===== src/rtl/jtvigil_bank_arb_pkg.sv =====
// Shared widths and address helper for the jtvigil SDRAM bank read arbiter.
package jtvigil_bank_arb_pkg;

  localparam int unsigned BA_AW = 22;
  localparam int unsigned DW    = 16;
  localparam int unsigned GW    = 2;

  // Bank word address = client offset + client word address, wrapping at 2^22.
  function automatic logic [BA_AW-1:0] ba_word_addr(input logic [BA_AW-1:0] offs,
                                                    input logic [BA_AW-1:0] waddr);
    return offs + waddr;
  endfunction

endpackage


===== src/rtl/jtvigil_bank_cache.sv =====
// One-word read cache for a single 8-bit ROM client of the SDRAM bank arbiter.
module jtvigil_bank_cache
  import jtvigil_bank_arb_pkg::*;
#(
  parameter int unsigned AW = 18
) (
  input  logic          clk,
  input  logic          rst,
  input  logic          clr,
  input  logic          cs,
  input  logic [AW-1:0] addr,
  input  logic          fill,
  input  logic [AW-2:0] fill_tag,
  input  logic [DW-1:0] fill_word,
  output logic          miss_c,
  output logic          ok,
  output logic [7:0]    data
);

  logic          valid_q, valid_d;
  logic [AW-2:0] tag_q, tag_d;
  logic [DW-1:0] word_q, word_d;
  logic          ok_q, ok_d;
  logic [7:0]    data_q, data_d;
  logic          hit_c;

  // clr masks the hit in the same cycle so ok falls on the next edge
  assign hit_c  = cs & valid_q & ~clr & (tag_q == addr[AW-1:1]);
  assign miss_c = cs & ~hit_c;

  always_comb begin
    valid_d = valid_q;
    tag_d   = tag_q;
    word_d  = word_q;
    if (fill) begin
      tag_d  = fill_tag;
      word_d = fill_word;
    end
    if (clr)       valid_d = 1'b0;
    else if (fill) valid_d = 1'b1;
    ok_d   = hit_c;
    data_d = addr[0] ? word_q[15:8] : word_q[7:0];
  end

  always_ff @(posedge clk) begin
    if (rst) begin
      valid_q <= 1'b0;
      tag_q   <= '0;
      word_q  <= '0;
      ok_q    <= 1'b0;
      data_q  <= '0;
    end else begin
      valid_q <= valid_d;
      tag_q   <= tag_d;
      word_q  <= word_d;
      ok_q    <= ok_d;
      data_q  <= data_d;
    end
  end

  assign ok   = ok_q;
  assign data = data_q;

endmodule


===== src/rtl/jtvigil_bank_arb.sv =====
// Fixed-priority arbiter sharing one SDRAM bank read port between cached 8-bit ROM clients.
module jtvigil_bank_arb
  import jtvigil_bank_arb_pkg::*;
#(
  parameter int unsigned         NCLI = 3,
  parameter int unsigned         AW   = 18,
  parameter logic [22*NCLI-1:0]  OFFS = '0
) (
  input  logic               clk,
  input  logic               rst,
  input  logic               downloading,
  input  logic [NCLI-1:0]    cli_cs,
  input  logic [NCLI*AW-1:0] cli_addr,
  output logic [NCLI-1:0]    cli_ok,
  output logic [NCLI*8-1:0]  cli_data,
  output logic [BA_AW-1:0]   ba_addr,
  output logic               ba_rd,
  input  logic               ba_ack,
  input  logic               ba_rdy,
  input  logic [DW-1:0]      data_read,
  output logic               busy
);

  localparam logic [1:0] IDLE = 2'd0;
  localparam logic [1:0] REQ  = 2'd1;
  localparam logic [1:0] WAIT = 2'd2;

  logic [1:0]       state_q, state_d;
  logic [GW-1:0]    gnt_q, gnt_d;
  logic [AW-2:0]    tag_q, tag_d;
  logic             ba_rd_q, ba_rd_d;
  logic [BA_AW-1:0] ba_addr_q, ba_addr_d;
  logic             busy_q, busy_d;
  logic [NCLI-1:0]  miss_c;
  logic             fill_c;
  logic             found_c;
  logic [GW-1:0]    pick_c;
  logic [AW-2:0]    pick_tag_c;
  logic [BA_AW-1:0] pick_offs_c;

  genvar gi;
  generate
    for (gi = 0; gi < int'(NCLI); gi++) begin : g_cache
      jtvigil_bank_cache #(.AW(AW)) u_cache (
        .clk       (clk),
        .rst       (rst),
        .clr       (downloading),
        .cs        (cli_cs[gi]),
        .addr      (cli_addr[AW*gi +: AW]),
        .fill      (fill_c && (gnt_q == GW'(gi))),
        .fill_tag  (tag_q),
        .fill_word (data_read),
        .miss_c    (miss_c[gi]),
        .ok        (cli_ok[gi]),
        .data      (cli_data[8*gi +: 8])
      );
    end
  endgenerate

  // Lowest-index missing client wins
  always_comb begin
    found_c     = 1'b0;
    pick_c      = '0;
    pick_tag_c  = '0;
    pick_offs_c = '0;
    for (int unsigned i = 0; i < NCLI; i++) begin
      if (miss_c[i] && !found_c) begin
        found_c     = 1'b1;
        pick_c      = GW'(i);
        pick_tag_c  = cli_addr[AW*i+1 +: AW-1];
        pick_offs_c = OFFS[BA_AW*i +: BA_AW];
      end
    end
  end

  always_ff @(posedge clk) begin
    if (rst) begin
      state_q   <= IDLE;
      gnt_q     <= '0;
      tag_q     <= '0;
      ba_rd_q   <= 1'b0;
      ba_addr_q <= '0;
      busy_q    <= 1'b0;
    end else begin
      state_q   <= state_d;
      gnt_q     <= gnt_d;
      tag_q     <= tag_d;
      ba_rd_q   <= ba_rd_d;
      ba_addr_q <= ba_addr_d;
      busy_q    <= busy_d;
    end
  end

  always_comb begin
    state_d = state_q;
    case (state_q)
      IDLE:    if (!downloading && found_c) state_d = REQ;
      REQ:     if (ba_ack) state_d = ba_rdy ? IDLE : WAIT;
      WAIT:    if (ba_rdy) state_d = IDLE;
      default: state_d = IDLE;
    endcase
  end

  // Request latching and fill strobe; ack+rdy together in REQ fills immediately
  always_comb begin
    gnt_d     = gnt_q;
    tag_d     = tag_q;
    ba_rd_d   = ba_rd_q;
    ba_addr_d = ba_addr_q;
    fill_c    = 1'b0;
    case (state_q)
      IDLE: begin
        if (!downloading && found_c) begin
          gnt_d     = pick_c;
          tag_d     = pick_tag_c;
          ba_addr_d = ba_word_addr(pick_offs_c, BA_AW'(pick_tag_c));
          ba_rd_d   = 1'b1;
        end
      end
      REQ: begin
        if (ba_ack) begin
          ba_rd_d = 1'b0;
          fill_c  = ba_rdy;
        end
      end
      WAIT:    fill_c = ba_rdy;
      default: ba_rd_d = 1'b0;
    endcase
    busy_d = (state_d != IDLE);
  end

  assign ba_rd   = ba_rd_q;
  assign ba_addr = ba_addr_q;
  assign busy    = busy_q;

endmodule


===== config.mk =====
export PLATFORM = sky130hd
export DESIGN_NAME = jtvigil_bank_arb
export DESIGN_NICKNAME = d
export VERILOG_FILES = /design/src/rtl/jtvigil_bank_arb_pkg.sv /design/src/rtl/jtvigil_bank_cache.sv /design/src/rtl/jtvigil_bank_arb.sv
export SDC_FILE = /design/constraint.sdc
export NUM_CORES = 1
export LEC_CHECK = 0
export CAP_MARGIN = 25
export CORE_UTILIZATION = 45
export DETAILED_ROUTE_END_ITERATION = 16
export GPL_TIMING_DRIVEN = 0
export PLACE_DENSITY = 0.73
export SYNTH_ARGS = -nofsm -noshare
export SYNTH_HDL_FRONTEND = slang
export SYNTH_SLANG_ARGS = --single-unit

===== constraint.sdc =====
create_clock -name clk -period 1.9 [get_ports clk]
set_clock_uncertainty 0.15 [all_clocks]
set_input_delay 0.38 -clock clk [delete_from_list [all_inputs] [get_ports clk]]
set_output_delay 0.38 -clock clk [all_outputs]
set_load 0.05 [all_outputs]

Yosys cells after proc, flatten, opt, wreduce, memory -nomap -nowiden
Index checks and enable logic that the tools add are counted.
- register bits: 152
- bits of input ports: 78
- output and inout port bits: 51
- word-level logic and storage cells: 82
- equal/unequal tests: 9
- muxes and demuxes: 21
- bitwise gates (word level): 17
- reductions and logical operators: 15
- operators by type and width (kind ; number):
    $eq 17x17->1 ; 3
    $mux 17 ; 3
    $mux 8 ; 3
    $and 1x1->1 ; 12
    $mux 2 ; 5
    $mux 1 ; 7
    $logic_and 1x1->1 ; 6
    $pmux 2 s3 ; 1
    $not 1->1 ; 5
    $eq 2x1->1 const B ; 2
    $eq 2x2->1 const B ; 2
    $logic_not 2->1 ; 2
    $ne 2x2->1 const B ; 2
    $logic_not 1->1 ; 3
    $pmux 1 s3 ; 1
    $reduce_and 3->1 ; 1
    $pmux 1 s2 ; 1
    $reduce_and 2->1 ; 1
    $reduce_bool 2->1 ; 1
    $reduce_or 2->1 ; 1

Logic depth before layout (Yosys ltp)
Gate-level depths: netlist of run 1.
- depth after elaboration: 16
- gate-level depth with buffers: 10
- depth with buffers taken out: 8

Modules after synthesis
Synthesis of run 1 repeated with hierarchy kept, for this count alone.
- cells, all modules: 659
- area total of the unflattened synthesis: 6461.2 um2
- modules (own cells, without submodules) (module ; instances ; cells each ; area an instance (um2) ; seq. area each (um2)):
    jtvigil_bank_cache ; 3 ; 162 ; 1687.9 ; 860.8
    jtvigil_bank_arb ; 1 ; 173 ; 1397.6 ; 460.4

Least setup slack after synthesis of run 1
OpenSTA, ideal clock, no wires.
- path type: reg-to-reg
- start: register state_q[0]
- end: register g_cache[1].u_cache.tag_q[10]
- setup time: 0.132 ns
- arrival: 1.834 ns
- data required time: 1.618 ns
- slack: -0.216 ns
- stages on the path, launching flop included: 10
- path buffers: 2
- clock period less this slack: 2.116 ns
- path through: dfxtp_1 -> inv_1 -> ha_1 -> nand2_1 -> a21o_1 -> or3b_2 -> clkbuf_1 -> clkbuf_1 -> nand2_1 -> a21oi_1
- word-level cells in the longest chain between the ends: 3
- elaborated cells between the ends (all ways): 4
- classes of those cells: eq/ne: 2; mux: 1; reduce/logical: 1
- ends and longest elaborated chain (item ; line ; RTL):
    start, declared ; jtvigil_bank_arb.sv:28 ; logic [1:0] state_q, state_d;
    start signal, assigned ; jtvigil_bank_arb.sv:85 ; state_q <= state_d;
    $eq 2x2->1 / $eq 2x1->1 (equally long branches) ; jtvigil_bank_arb.sv:111 ; case (state_q)
    $pmux 1 s2 * ; jtvigil_bank_arb.sv:111 ;
    $logic_and 1x1->1 * ; jtvigil_bank_arb.sv:50 ; .fill (fill_c && (gnt_q == GW'(gi))),
    end signal, assigned ; jtvigil_bank_cache.sv:54 ; tag_q <= tag_d;
    end, declared ; jtvigil_bank_cache.sv:21 ; logic [AW-2:0] tag_q, tag_d;
Every way passes the cells marked *; elsewhere a longest branch is shown, timed or not.
A chain may end at the register's enable or synchronous reset.

Worst setup path in the final report of run 1
- start: register g_cache[0].u_cache.tag_q[13]
- end: register ba_addr_q[6], in the netlist ba_addr[6]
- word-level cells in the longest chain between the ends: 13
- elaborated cells between the ends (all ways): 16
- classes of those cells: eq/ne: 1; mux: 6; bitwise: 3; reduce/logical: 6
- ends and longest elaborated chain (item ; line ; RTL):
    start, declared ; jtvigil_bank_cache.sv:21 ;
    start signal, assigned ; jtvigil_bank_cache.sv:54 ;
    $eq 17x17->1 * ; jtvigil_bank_cache.sv:28 ; assign hit_c = cs & valid_q & ~clr & (tag_q == addr[AW-1:1]);
    $and 1x1->1 * ; jtvigil_bank_cache.sv:28 ;
    $not 1->1 * ; jtvigil_bank_cache.sv:29 ; assign miss_c = cs & ~hit_c;
    $and 1x1->1 * ; jtvigil_bank_cache.sv:29 ;
    $mux 1 ; jtvigil_bank_arb.sv:67 ; if (miss_c[i] && !found_c) begin
    $logic_not 1->1 ; jtvigil_bank_arb.sv:67 ;
    $logic_and 1x1->1 ; jtvigil_bank_arb.sv:67 ;
    $mux 1 ; jtvigil_bank_arb.sv:67 ;
    $logic_not 1->1 ; jtvigil_bank_arb.sv:67 ;
    $logic_and 1x1->1 ; jtvigil_bank_arb.sv:67 ;
    $mux 1 ; jtvigil_bank_arb.sv:67 ;
    $logic_and 1x1->1 ; jtvigil_bank_arb.sv:113 ; if (!downloading && found_c) begin
    $reduce_and 2->1 (no source line) ; -- ;
    end signal, assigned ; jtvigil_bank_arb.sv:89 ; ba_addr_q <= ba_addr_d;
    end, declared ; jtvigil_bank_arb.sv:32 ; logic [BA_AW-1:0] ba_addr_q, ba_addr_d;
Marked as above.

==> flow_metrics.env, run 1 <==
export IMPL_grt_start_max_net_pins=17
export IMPL_violations="setup timing"
export IMPL_initial_core_util_pct=46.4
export IMPL_ys_types=42
export IMPL_final_cell_mix="dfxtp_1, a21oi_2, nand2_4, nand2_1, dlygate4sd2_1"
export IMPL_slowest_stage="nor4_1"
export IMPL_synth_top_area_share_pct=46.9
export IMPL_utilization_pct=76.3
export IMPL_finalHoldViolCount=0
export IMPL_die_width_um=122
export IMPL_crit_family="compound AO/OA/AOI/OAI gates"
export IMPL_tritoncts="done"
export IMPL_ant_nets=0
export IMPL_cts_buffer_depth=2
export IMPL_via_per_inst=6.12
export IMPL_tightest_slew_ps=956
export IMPL_finalMaxSlewViolations=0
export IMPL_num_antenna_cells=0
export IMPL_cts_buffers=17
export IMPL_placed_area_um2=8030
export IMPL_cap_violations=0
export IMPL_worstSetupPathType="reg -> reg"
export IMPL_fin_cells=1182
export IMPL_vias=7230
export IMPL_critPathMaxFanout=5
export IMPL_final_layout_size_suffix_gt1_share_pct=40.2
export IMPL_syn_area_per_cell_um2=8.12
export IMPL_grt_pass1_vias=6265
export IMPL_dieArea_um2=14900
export IMPL_end_kind="flop"
export IMPL_start_kind="flop"
export IMPL_grt_first_pass_wirelength_mm=34.3
export IMPL_final_cell_area_um2=10700
export IMPL_setup_viol=124
export IMPL_num_rows=43
export IMPL_fillCellCount=815
export IMPL_clkLatencyLatePin_ps=450
export IMPL_worstPathArrival_ps=2710
export IMPL_clk_pin_slew_worst_paths_ps=60
export IMPL_synthCells=799
export IMPL_holdWs_ps=275
export IMPL_seqCellArea_um2=3050
export IMPL_power_static_leakage_nw=4.48
export IMPL_crit_chain="xor2_1, nor4_1, nand3_1, buf_6, o21ai_4, buf_6, buf_6, o21ai_0, a21oi_2, o32ai_1"
export IMPL_drtPass1Iterations=6
export IMPL_async_flop_share_pct=0
export IMPL_htreeDepth=4
export IMPL_hold_class="in -> reg"
export IMPL_dp_hpwl_mm=14.2
export IMPL_synth_largest_area_cell="dfxtp_1"
export IMPL_cp_data_required_time_ps=2060
export IMPL_mostFrequentLayoutCell="dfxtp_1"
export IMPL_syn_to_final_growth_pct=64.7
export IMPL_status="complete, but fails checks"
export IMPL_syn_cell_area_um2=6480
export IMPL_numPortBuffers=119
export IMPL_wl_per_cell_um=23.3
export IMPL_cts_root_buf="clkbuf_16"
export IMPL_seq_area_frac_synth_pct=46.9
export IMPL_synth_edff_count=0
export IMPL_timing_fmax_ghz=0.392
export IMPL_grt_overflow=0
export IMPL_multi_input_area_um2=4340
export IMPL_hold_buffers=0
export IMPL_grt_use_total_pct=31.1
export IMPL_vdd_ir_drop_max_uv=683
export IMPL_fin_ws_ps=-651
export IMPL_cp_num_buf_inv=3
export IMPL_antenna_found_initial=0
export IMPL_die_h_um=122
export IMPL_clock_sinks=152
export IMPL_ios=129
export IMPL_yosys_top_cells_area="dfxtp_1, nand2_1, a21oi_1"
export IMPL_ys_seq_elements=152
export IMPL_max_slew_margin_pct=36.3
export IMPL_nets=1072
export IMPL_core_um2=14000
export IMPL_synth_ff_type="dfxtp_1"
export IMPL_fin_crit_sh_pct=134
export IMPL_yosysWarnings=0
export IMPL_tns_ps=-23510
export IMPL_grt_setup_unrepaired="yes"
export IMPL_place_congestion=0.933
export IMPL_drt_iter0_markers=841
export IMPL_finalCriticalPeriod_ps=2550
export IMPL_path_common_cell="buf_6"
export IMPL_power_density_nw_per_um2=754
export IMPL_wl_mm=27.6
export IMPL_post_place_cells=1102
export IMPL_crit_path_max_incr_delay_ps=410
export IMPL_route_detailed_drc=0
-- cells in the mapped netlist (2+ instances only) --
| master | instances |
|---|---|
| inv_1 | 38 |
| o21ai_2 | 3 |
| o211ai_1 | 17 |
| buf_6 | 3 |
| dfxtp_1 | 152 |
| o32ai_1 | 15 |
| a21oi_1 | 118 |
| clkbuf_1 | 42 |
| ha_1 | 4 |
| nand2b_1 | 2 |
| o21ai_0 | 19 |
| mux2i_1 | 24 |
| nor2_1 | 38 |
| xor2_1 | 49 |
| nand3_1 | 5 |
| nor3_1 | 8 |
| xnor2_1 | 2 |
| o32ai_2 | 2 |
| nand2_1 | 204 |
| nor4_1 | 15 |
| a21o_1 | 2 |
| buf_4 | 11 |
| buf_2 | 5 |
| or3_1 | 2 |
| and3_1 | 2 |
-- power breakdown --
group / leakage [nW] / internal (mW) / total, mW / switching (mW)
logic: 2.95 / 0.401 / 1.09 / 0.686
registers: 1.23 / 3.24 / 3.34 / 0.0966
clock network: 0.298 / 2.23 / 3.63 / 1.41
-- registers in the layout (all words and copies together) (netlist names) --
name	count
g_cache.u_cache.ok	3
gnt_q	2
g_cache.u_cache.tag_q	51
g_cache.u_cache.data	24
g_cache.u_cache.word_q	48
state_q	2
busy	1
g_cache.u_cache.valid_q	3
ba_addr	17
ba_rd	1
-- final timing paths --
check                                       to  cells past startpoint                         start  slack, ps
hold / removal                     ba_addr[10]                      3                  cli_addr[11]        280
setup reg to reg                    ba_addr[6]                     10  g_cache[0].u_cache.tag_q[13]       -650
hold reg to reg   g_cache[2].u_cache.word_q[2]                      2  g_cache[2].u_cache.word_q[2]        310
setup / recovery                    ba_addr[6]                     10  g_cache[0].u_cache.tag_q[13]       -650
-- repair_timing --
| action | in CTS | in global routing |
|---|---|---|
| endpoints found under the setup margin | 171 | 123 |
| pin swaps | 117 | 63 |
| gates cloned | 10 | 8 |
| gates resized for setup | 321 | 257 |
| buffers inserted | 26 | 9 |
-- area by class of cell --
| cell class | instances | area share, % |
|---|---|---|
| Buffer | 58 | 5.07 |
| Clock buffer | 24 | 4.70 |
| Clock inverter | 7 | 1.08 |
| Inverter | 39 | 1.39 |
| Multi-Input combinational cell | 551 | 40.6 |
| Sequential cell | 152 | 28.6 |
| Tap cell | 180 | 2.11 |
| Timing Repair Buffer | 171 | 16.4 |
-- worst register-to-register path, stage by stage (launching register included) --
cell	delay, ps
dfxtp_1	340
xor2_1	200
nor4_1	410
nand3_1	170
buf_6	170
o21ai_4	220
buf_6	200
buf_6	140
o21ai_0	160
a21oi_2	160
o32ai_1	90
-- per-stage QoR --
step                total power [mW]  worst slack, ps
finish                          8.06             -651
global route                    8.19             -669
CTS                             7.82             -362
detailed placement              4.26            -1060
global placement                4.26            -1030
floorplan                       3.84            -91.8
-- kinds of logic (layout without fill, tap and decap cells) --
logic type      count (synthesis)  in the layout  share of synthesized area [%]
compound gates                183            183                           16.8
xor+xnor                       51             51                           6.89
other cells                     1              5                         0.0578
simple gates                  283            284                           17.9
fa+ha+maj                       4              4                          0.772
flops                         152            152                           46.9
buf+inv                       101            299                           6.93
mux                            24             24                           3.70
-- metal layers --
metal,vias to the layer above,GRT usage [%],share of wire [%]
met4,0,16.4,6.5
met2,544,48.3,46
met1,3455,39.7,37
li1,3031,-,-
met5,-,0,0
met3,200,7.91,10
No activity file was read; power rests on OpenSTA's default activity.
==> run 2, diff against run 1 <==
--- a/config.mk
+++ b/config.mk
@@ -10,6 +10,7 @@
 export DETAILED_ROUTE_END_ITERATION = 16
 export GPL_TIMING_DRIVEN = 0
 export PLACE_DENSITY = 0.73
+export SETUP_SLACK_MARGIN = 0.15
 export SYNTH_ARGS = -nofsm -noshare
 export SYNTH_HDL_FRONTEND = slang
 export SYNTH_SLANG_ARGS = --single-unit
==> flow_metrics.env, run 2 (synthesis results as in run 1) <==
export IMPL_finalHoldViolCount=0
export IMPL_syn_to_final_growth_pct=59.4
export IMPL_seq_power_share_pct=42.8
export IMPL_cts_buffers=17
export IMPL_crit_chain="clkdlybuf4s50_1, xor2_1, nor4_2, nand4_1, o21ai_2, buf_4, a31oi_4, buf_4, o211ai_1, o32ai_2"
export IMPL_grt_start_max_net_pins=17
export IMPL_violations="setup timing"
export IMPL_finalCriticalPeriod_ps=2370
export IMPL_seqCellArea_um2=3070
export IMPL_switching_share_pct=27.7
export IMPL_switchingPower_mw=2.16
export IMPL_nets=1074
export IMPL_vdd_ir_drop_max_uv=687
export IMPL_slowest_stage="clkdlybuf4s50_1"
export IMPL_fin_cells=1185
export IMPL_ios=129
export IMPL_worstSetupPathType="in -> reg"
export IMPL_final_layout_size_suffix_gt1_share_pct=37.7
export IMPL_path_common_cell="buf_4"
export IMPL_setup_viol=124
export IMPL_wl_per_cell_um=20.5
export IMPL_wl_mm=24.3
export IMPL_tns_ps=-26100
export IMPL_p_int_mw=5.65
export IMPL_p_comb_share_pct=13.7
export IMPL_fin_crit_sh_pct=125
export IMPL_multi_input_area_um2=3940
export IMPL_grt_overflow=0
export IMPL_clkLatencyLatePin_ps=430
export IMPL_cp_num_buf_inv=3
export IMPL_die_h_um=122
export IMPL_finalMaxSlewViolations=0
export IMPL_start_kind="input port"
export IMPL_tritoncts="done"
export IMPL_place_congestion=0.932
export IMPL_cts_buffer_depth=2
export IMPL_core_um2=14000
export IMPL_timing_fmax_ghz=0.422
export IMPL_numPortBuffers=119
export IMPL_final_cell_mix="dfxtp_1, nand2_1, a21oi_2, a21oi_1, nand2_2"
export IMPL_status="complete, but fails checks"
export IMPL_grt_first_pass_wirelength_mm=35.1
export IMPL_crit_path_max_incr_delay_ps=460
export IMPL_fin_ws_ps=-471
export IMPL_drtPass1Iterations=5
export IMPL_max_flop_register="g_cache.u_cache.tag_q"
export IMPL_power_density_nw_per_um2=755
export IMPL_clock_sinks=152
export IMPL_drt_iter0_markers=630
export IMPL_dieArea_um2=14900
export IMPL_initial_core_util_pct=46.4
export IMPL_critPathMaxFanout=8
export IMPL_total_power_mw=7.81
export IMPL_hold_class="in -> reg"
export IMPL_grt_pass1_vias=6456
export IMPL_ant_nets=0
export IMPL_power_static_leakage_nw=4.00
export IMPL_clk_pin_slew_worst_paths_ps=70
export IMPL_tightest_slew_ps=808
export IMPL_htreeDepth=4
export IMPL_crit_family="buffers and inverters"
export IMPL_cap_violations=0
export IMPL_power_frac_clock_pct=43.5
export IMPL_via_per_inst=5.76
export IMPL_dp_hpwl_mm=14.5
export IMPL_cts_root_buf="clkbuf_16"
export IMPL_max_slew_margin_pct=46.1
export IMPL_grt_setup_unrepaired="yes"
export IMPL_end_kind="flop"
export IMPL_antenna_found_initial=0
export IMPL_die_width_um=122
export IMPL_cp_data_required_time_ps=2040
export IMPL_route_detailed_drc=0
export IMPL_vias=6820
export IMPL_num_antenna_cells=0
export IMPL_mostFrequentLayoutCell="dfxtp_1"
export IMPL_grt_use_total_pct=31.8
export IMPL_num_rows=43
export IMPL_largest_reg_flops=51
export IMPL_worstPathArrival_ps=2510
export IMPL_post_place_cells=1102
export IMPL_fillCellCount=926
==> run 2: cell count changes in the layout (fill, tap and decap cells not counted), sizes merged <==
| cell | previous run | this run |
|---|---|---|
| clkbuf | 56 | 80 |
| and2 | 2 | 1 |
| dlymetal6s2s | 2 | 9 |
| inv | 38 | 41 |
| clkdlybuf4s18 | 1 | 2 |
| bufinv | 3 | 2 |
| clkinv | 3 | 5 |
| clkdlybuf4s15 | 10 | 27 |
| clkdlybuf4s50 | 37 | 33 |
| dlygate4sd2 | 62 | 31 |
| buf | 85 | 70 |
| clkinvlp | 2 | 3 |
==> run 2: power by group through the flow <==
stage | combinational, mW | sequential (mW) | clock, mW
after floorplan | 0.362 | 3.48 | 0
after global placement | 0.882 | 3.39 | 0
after detailed placement | 0.885 | 3.39 | 0
after CTS | 0.983 | 3.32 | 3.39
after global routing | 1.11 | 3.33 | 3.53
final | 1.07 | 3.34 | 3.40
==> run 2: through the flow <==
stage | utilization [%] | cell area [um^2] | setup slack, ps | hold WS (ps)
floorplan | - | 6690 | -91.8 | 286
global placement | 58.0 | 8110 | -1010 | 291
detailed placement | 58.0 | 8110 | -1070 | 296
CTS | 72.1 | 10100 | -327 | 258
global route | 73.9 | 10300 | -552 | 246
finish | 73.9 | 10300 | -471 | 209
==> run 2: worst paths after layout <==
kind / endpoint / slack [ps] / from / cells after the start
max: ba_addr[5] / -470 / cli_addr[53] / 10
min: ba_addr[0] / 210 / cli_addr[37] / 3
max reg2reg: ba_addr[16] / -450 / g_cache[1].u_cache.tag_q[4] / 9
min reg2reg: g_cache[2].u_cache.word_q[9] / 310 / g_cache[2].u_cache.word_q[9] / 2
==> run 2: final cells by class <==
type	instances	share of cell area, %
clock inverter	12	1.38
clock buffer	20	4.32
timing repair buffer	170	16.6
tap	180	2.18
buffer	62	6.25
multi-input combinational	550	38.1
sequential	152	29.7
inverter	39	1.46
==> run 2: repair_timing <==
item,in CTS,in global routing
buffers inserted,28,6
hold buffers,0,0
endpoints found under the setup margin,172,141
hold endpoints to repair,0,0
resized for setup,480,67
gates cloned,16,1
pin swaps,68,18
==> run 2: worst min-delay path, cell delays in order <==
cell and delay (ps):
dlymetal6s2s_1 130, a21oi_1 120, o32ai_1 110
==> run 2: metal layers <==
| metal | track usage (%) | share of wire (%) | up-vias |
|---|---|---|---|
| met5 | 0 | 0 | - |
| li1 | - | - | 3043 |
| met1 | 41.1 | 39 | 3234 |
| met4 | 16.0 | 4.4 | 0 |
| met2 | 50.8 | 47 | 434 |
| met3 | 5.43 | 9.6 | 109 |
